### src/rtl/result_history.sv
// result_history: ring buffer of recent ALU {flags,result} values with a
// browsable view for the hex display and flag LEDs.
// Optional build macro RESULT_HISTORY_DEDUP_EN: when defined, a capture equal
// to the newest stored entry is discarded (the view still snaps to newest).
module result_history #(
    parameter int DEPTH = 8,
    parameter int IDXW  = 3
) (
    input  logic            CLOCK_50,
    input  logic            rst_n,
    input  logic            capture,
    input  logic            clear,
    input  logic [15:0]     result,
    input  logic [4:0]      flags,
    input  logic            live,
    input  logic            step_old,
    input  logic            step_new,
    output logic [15:0]     disp_value,
    output logic [4:0]      disp_flags,
    output logic [IDXW-1:0] view_idx,
    output logic [IDXW:0]   count,
    output logic            empty,
    output logic            full,
    output logic            overflow
);

    localparam int            EW      = 21;
    localparam logic [IDXW:0] DEPTH_C = (IDXW+1)'(DEPTH);

    logic [EW-1:0]   mem_q [DEPTH];
    logic [IDXW-1:0] wr_ptr_q, wr_ptr_d;
    logic [IDXW:0]   count_q,  count_d;
    logic [IDXW-1:0] view_q,   view_d;
    logic            ovf_q,    ovf_d;

    logic [EW-1:0]   wr_entry;
    logic [IDXW-1:0] rd_addr;
    logic [EW-1:0]   rd_entry;
    logic            is_full;
    logic            is_dup;
    logic            store;

    assign wr_entry = {flags, result};
    assign is_full  = (count_q == DEPTH_C);
    // Age 0 is the slot just behind the write pointer; wraps naturally in IDXW bits.
    assign rd_addr  = wr_ptr_q - IDXW'(1) - view_q;
    assign rd_entry = mem_q[rd_addr];

`ifdef RESULT_HISTORY_DEDUP_EN
    logic [IDXW-1:0] newest_addr;
    assign newest_addr = wr_ptr_q - IDXW'(1);
    assign is_dup      = (count_q != '0) && (mem_q[newest_addr] == wr_entry);
`else
    assign is_dup      = 1'b0;
`endif

    // A coincident clear drops the capture entirely.
    assign store = capture && !clear && !is_dup;

    // Next-state: clear beats capture, capture beats stepping.
    always_comb begin
        // NOTE: every comb output gets a default first so no path infers a latch.
        wr_ptr_d = wr_ptr_q;
        count_d  = count_q;
        view_d   = view_q;
        ovf_d    = ovf_q;
        if (clear) begin
            wr_ptr_d = '0;
            count_d  = '0;
            view_d   = '0;
            ovf_d    = 1'b0;
        end else if (capture) begin
            view_d = '0;
            if (!is_dup) begin
                wr_ptr_d = wr_ptr_q + IDXW'(1);
                if (is_full) ovf_d   = 1'b1;
                else         count_d = count_q + (IDXW+1)'(1);
            end
        end else if (step_old && !step_new) begin
            // Saturate at the oldest valid entry (view < count-1).
            if (({1'b0, view_q} + (IDXW+1)'(1)) < count_q)
                view_d = view_q + IDXW'(1);
        end else if (step_new && !step_old) begin
            if (view_q != '0)
                view_d = view_q - IDXW'(1);
        end
    end

    // Control state register with asynchronous reset.
    always_ff @(posedge CLOCK_50 or negedge rst_n) begin
        // NOTE: sequential state uses non-blocking assignments so all registers update together.
        if (!rst_n) begin
            wr_ptr_q <= '0;
            count_q  <= '0;
            view_q   <= '0;
            ovf_q    <= 1'b0;
        end else begin
            wr_ptr_q <= wr_ptr_d;
            count_q  <= count_d;
            view_q   <= view_d;
            ovf_q    <= ovf_d;
        end
    end

    // History storage write port.
    always_ff @(posedge CLOCK_50) begin
        // NOTE: storage is deliberately not reset; count_q gates which entries are visible.
        if (store)
            mem_q[wr_ptr_q] <= wr_entry;
    end

    // Display mux: live pass-through, blank when empty, else selected entry.
    always_comb begin
        disp_value = '0;
        disp_flags = '0;
        if (live) begin
            disp_value = result;
            disp_flags = flags;
        end else if (count_q != '0) begin
            {disp_flags, disp_value} = rd_entry;
        end
    end

    assign view_idx = view_q;
    assign count    = count_q;
    assign empty    = (count_q == '0);
    assign full     = is_full;
    assign overflow = ovf_q;

endmodule

### config.mk
export PLATFORM = sky130hd
export DESIGN_NAME = result_history
export DESIGN_NICKNAME = d
export VERILOG_FILES = /design/src/rtl/result_history.sv
export SDC_FILE = /design/constraint.sdc
export NUM_CORES = 1
export LEC_CHECK = 0
export BUFFER_PORTS_ARGS = -buffer_cell sky130_fd_sc_hd__buf_2
export CAP_MARGIN = 30
export CORE_MARGIN = 1.5
export CORE_UTILIZATION = 59
export CTS_CLUSTER_DIAMETER = 40
export DETAILED_ROUTE_END_ITERATION = 16
export PLACE_DENSITY = 0.9
export SLEW_MARGIN = 20
export SYNTH_ARGS = -nofsm -noshare
export SYNTH_HDL_FRONTEND = slang
export SYNTH_SLANG_ARGS = --single-unit
### constraint.sdc
create_clock -name CLOCK_50 -period 3.55 [get_ports CLOCK_50]
set_input_delay 0.5325 -clock CLOCK_50 [delete_from_list [all_inputs] [get_ports CLOCK_50]]
set_output_delay 0.5325 -clock CLOCK_50 [all_outputs]
set_load 0.1 [all_outputs]
# Word level (Yosys, flattened, before mapping)
# Memories as Yosys holds them, arrays and structs flattened.
# Cells that the tools add are included.
[totals]
register_bits = 11
ramBits = 168
mem_count = 1
in_bits = 28
[classes]
magnitude_cmp = 1
add_sub_neg = 7
eq_ne = 3
reduce_logical = 16
muxes = 20
[memory_table]
columns = ["name", "words", "word_bits", "rd", "rd_clocked_by_memory_dff", "write_ports", "line", "text"]
rows = [
  ["mem_q", 8, 21, 1, 0, 1, "30", "logic [EW-1:0] mem_q [DEPTH];"],
]
[ops]
columns = ["cell", "count"]
rows = [
  ["two-way mux 16 bit", 2],
  ["two-way mux 3 bit", 8],
  ["two-way mux 4 bit", 3],
  ["nonzero test 4 bit", 3],
  ["two-way mux 5 bit", 2],
  ["adder 3 x 1 -> 3 bit (second input constant)", 2],
  ["subtractor 3 x 1 -> 3 bit (second input constant)", 2],
  ["two-way mux 1 bit", 5],
  ["adder 3 x 1 -> 4 bit (second input constant)", 1],
  ["adder 4 x 1 -> 4 bit (second input constant)", 1],
  ["equality test 4 bit (second input constant)", 1],
  ["zero test 4 bit", 1],
  ["less-than comparator 4 bit", 1],
  ["!= test 4 x 3 -> 1 bit (second input constant)", 1],
  ["AND reduction 2 bit", 2],
  ["nonzero test 2 bit", 2],
  ["logical AND 1 bit", 3],
  ["zero test 1 bit", 3],
  ["AND reduction 3 bit", 1],
  ["nonzero test 3 bit", 1],
  ["subtractor 3 bit", 1],
  ["!= test 2 bit (second input constant)", 1],
]

# Depth between registers and ports, before layout
[logic_depth]
word_depth = 6
depth_mapped = 8
depth_no_buf = 7

# Worst setup path after synthesis
# Ideal clock, no wire load.
[synth_timing]
path_kind = "flip-flop to output port"
startpoint = "register count_q[0], in the netlist count[0]"
endpoint = "output disp_value[14]"
path_buffers = 1
path_stages_with_launch = 7
required_ns = 3.017
setup_slack_ns = -1.619
arrival_time_ns = 4.636
path_cell_list = "dfrtp_1 -> inv_1 -> ha_1 -> and3_1 -> or2_2 -> clkbuf_2 -> o21ai_0"
[synth_via]
elab_chain_cells = 3
[synth_rtl]
columns = ["item", "line", "text"]
rows = [
  ["start, declared", "32", "logic [IDXW:0] count_q, count_d;"],
  ["start signal, assigned", "99", "count_q <= count_d;"],
  ["nonzero test 4 bit", "119", "end else if (count_q != '0) begin"],
  ["two-way mux 16 bit", "119", ""],
  ["two-way mux 16 bit", "116", "if (live) begin"],
  ["end, declared", "18", "output logic [15:0] disp_value,"],
]
# No other way between the ends.

# Worst setup path after layout
[layout_timing]
startpoint = "register view_q[0], in the netlist view_idx[0]"
endpoint = "output disp_value[2]"
[layout_via]
elab_chain_cells = 4
[layout_rtl]
columns = ["item", "line", "text"]
rows = [
  ["start, declared", "33", "logic [IDXW-1:0] view_q, view_d;"],
  ["start signal, assigned", "100", "view_q <= view_d;"],
  ["subtractor 3 bit", "46", "assign rd_addr = wr_ptr_q - IDXW'(1) - view_q;"],
  ["memory read (8 x 21 bit)", "n/a", ""],
  ["two-way mux 16 bit", "119", ""],
  ["two-way mux 16 bit", "116", ""],
]
# No other way between the ends.

==> results.yml <==
yosys:
  synth-edff-count: 168
  netlist_area_sq_um: 7440
  synth_top_area_share_pct: 67.8
  yosys_warnings: 0
  netlist_instances: 385
  synthDistinctLibCells: 35
  yosysSeqAreaShare_pct: 71.5
  ys_ff_latch: 179
  yosys_most_used_dff: "edfxtp_1"
  yosysTopAreaCell: "edfxtp_1"
  syn_nets: 425
  ys_async_sr_fraction_pct: 6.15
  syn_avg_cell_area_sq_um: 19.3
  synth_area_leaders: "edfxtp_1 68%, mux4_1 8.8%, mux4_2 5.1%"
finish:
  num_antenna_cells: 0
  nets: 507
  multi_input_area_sq_um: 2380
  fillers: 613
  drive_gt1_share_pct: 38.9
  ff_latch_area_sq_um: 5330
  area_growth_pct: 24.6
  fin_cells: 646
sta:
  maxSlewViolCount: 0
  max_freq_ghz: 0.285
  finalCritPeriodShare_pct: 98.8
  rsz0062_at_grt: "yes"
  tns_ps: 0
  tightest_slew_ps: 1030
  hold_viol: 0
  max_slew_margin_pct: 31.0
  layout_min_cycle_time_ps: 3510
  setup_viol: 0
  fin_skew_ps: 4.53
clocking:
  root_buffer: "clkbuf_16"
  cts_max_level: 4
  clockBufferDepth: 2
  path_clk_slew_ps: 70
  clk_latency_ps: 420
  clock-sinks: 179
  cts_tree: "done"
  cts_buffers: 17
pwr:
  p_leak_nw: 3.29
  pwr-share-comb_pct: 18.1
  power_per_cell_area_nw_per_um2: 544
  internal-power_w: 0.00370
  clock_power_share_pct: 35.3
  vdd_ir_drop_max_mv: 0.333
  p_sw_w: 0.00135
  switching_share_pct: 26.8
  seqPwrFrac_pct: 46.6
worst_setup_path:
  r2r_slack_ps: 1320
  start_kind: "register"
  cp_cell_sequence: "clkinvlp_4, ha_4, fa_1, buf_12, mux4_1, mux2i_2, o21ai_4, buf_4"
  crit_path_end_kind: "output pin"
  timing.rr.end: "mem_q[4][16]"
  critical_path_class: "register to output pin"
  worstPathMaxFanout: 42
  required_ps: 3020
  crit_family: "adder cells"
  worst_path_max_delay_cell: "fa_1"
  ff2ff_path_depth: 3
  timing.rr.start: "wr_ptr_q[2]"
  worst-path-buf-inv: 3
  worstPathArrival_ps: 2970
  slowest_delay_ps: 530
run_status:
  status: "completed"
placed_design:
  dpl.cell_count: 611
  place_congestion: 0.833
  port_buffers: 58
  hpwlAfterDp_microns: 9160
global_routing:
  overflow: 0
  grt_pass1_wl_microns: 24900
  grt_use_total_pct: 26.9
  grt_pass1_vias: 4174
  grt_max_degree: 43
  antenna_found_initial: 0
min_path:
  min_to: "mem_q[5][17]"
  hold_path_class: "input port to register"
  whs_path_depth: 1
  hold_start: "flags[1]"
route:
  drtIter0Drc: 498
  via_per_inst: 6.32
  avgRoutedWirePerCell_microns: 26.6
  remaining_drc_errors: 0
  dr_total_vias: 4080
  antenna_left: 0
  dr.pass1.iters: 7
  wl_microns: 17200
floorplan:
  ios: 59
  std_cell_rows: 40
  start_util_pct: 61.2
  die_h_microns: 115
  core_area_sq_um: 12200
  die_w_microns: 115
  dieArea_sq_um: 13300
job:
  cap_violations: 0
worst max-delay path by stage:
stage                     to        start  slack (ps)  depth (start not counted)
6_report       disp_value[2]  view_idx[0]          40                          8
5_1_grt        disp_value[7]  view_idx[0]         -50                          8
4_1_cts        disp_flags[0]  view_idx[0]           2                          8
3_5_place_dp   disp_flags[4]  view_idx[0]         330                          9
3_3_place_gp   disp_flags[4]  view_idx[0]         450                          9
2_1_floorplan  disp_value[5]  view_idx[0]          50                          8
cell usage in the layout (no fill, tap or decap), types with 7 or more instances in the layout:
cell type / count
o21ai_4: 21
mux2i_2: 12
mux4_1: 25
buf_4: 23
buf_2: 37
nor2_1: 8
ha_1: 9
mux2i_4: 7
edfxtp_1: 168
clkbuf_16: 17
inv_1: 10
nand2_1: 31
buf_12: 18
mux4_2: 17
cells by family (layout without fill, tap and decap cells):
kind of cell | after synthesis | in the layout | synth area share (%)
xor+xnor | 7 | 7 | 0.925
mux | 67 | 67 | 17.3
compound gates | 31 | 31 | 2.30
simple gates | 59 | 59 | 3.46
fa+ha+maj | 12 | 12 | 2.22
flops | 179 | 179 | 71.5
buf+inv | 30 | 123 | 2.30
flip-flops by register name (all words and copies together), names as in the netlist:
signal / count
count: 4
mem_q: 168
overflow: 1
view_idx: 3
wr_ptr_q: 3
metrics by stage:
step	utilization [%]	setup WS, ps	hold WS, ps	total power, W	area [sq um]
2_1_floorplan	-	47.8	237	0.00297	7690
4_1_cts	75.0	1.59	381	0.00498	9120
3_3_place_gp	69.8	455	415	0.00318	8490
3_5_place_dp	69.8	333	421	0.00320	8490
5_1_grt	76.3	-54.1	393	0.00518	9280
6_report	76.3	43.1	402	0.00505	9280
area by class of cell:
cell class              instances  area share (%)
multi-input cells             176            25.7
inverters                      11           0.486
clock buffers                  18            4.63
repair buffers                 82            8.25
well taps                     168            2.27
clock inverters                12            1.27
flip-flops and latches        179            57.4
power groups by stage:
stage          Clock (W)  Combinational [W]  Sequential (W)
4_1_cts          0.00179           0.000842         0.00235
5_1_grt          0.00188           0.000945         0.00235
3_5_place_dp           0           0.000808         0.00239
2_1_floorplan          0           0.000558         0.00241
3_3_place_gp           0           0.000789         0.00239
6_report         0.00178           0.000915         0.00235
cells in the mapped netlist (3+ instances only):
master / number
a21oi_1: 4
buf_2: 3
buf_6: 7
clkbuf_1: 7
dfrtp_1: 11
edfxtp_1: 168
ha_1: 10
inv_1: 11
mux2i_1: 25
mux4_1: 25
mux4_2: 17
nand2_1: 31
nor2_1: 14
o21ai_1: 20
xnor2_1: 3
xor2_1: 3
routing by layer:
metal | track usage (%) | share of wire, % | vias up
li1 | - | - | 1714
met1 | 35.1 | 38 | 2107
met2 | 45.2 | 52 | 235
met3 | 6.69 | 8.6 | 24
met4 | 8.89 | 1.7 | 0
met5 | 0 | 0 | -
timing repair:
item                                    in CTS  in global routing
pin swaps                                    1                  0
resized for setup                            9                 32
buffers inserted                             2                  2
hold endpoints to repair                    11                  0
endpoints found under the setup margin      20                 21
hold buffers                                 1                  0
Power figures use the tool's default switching activity.
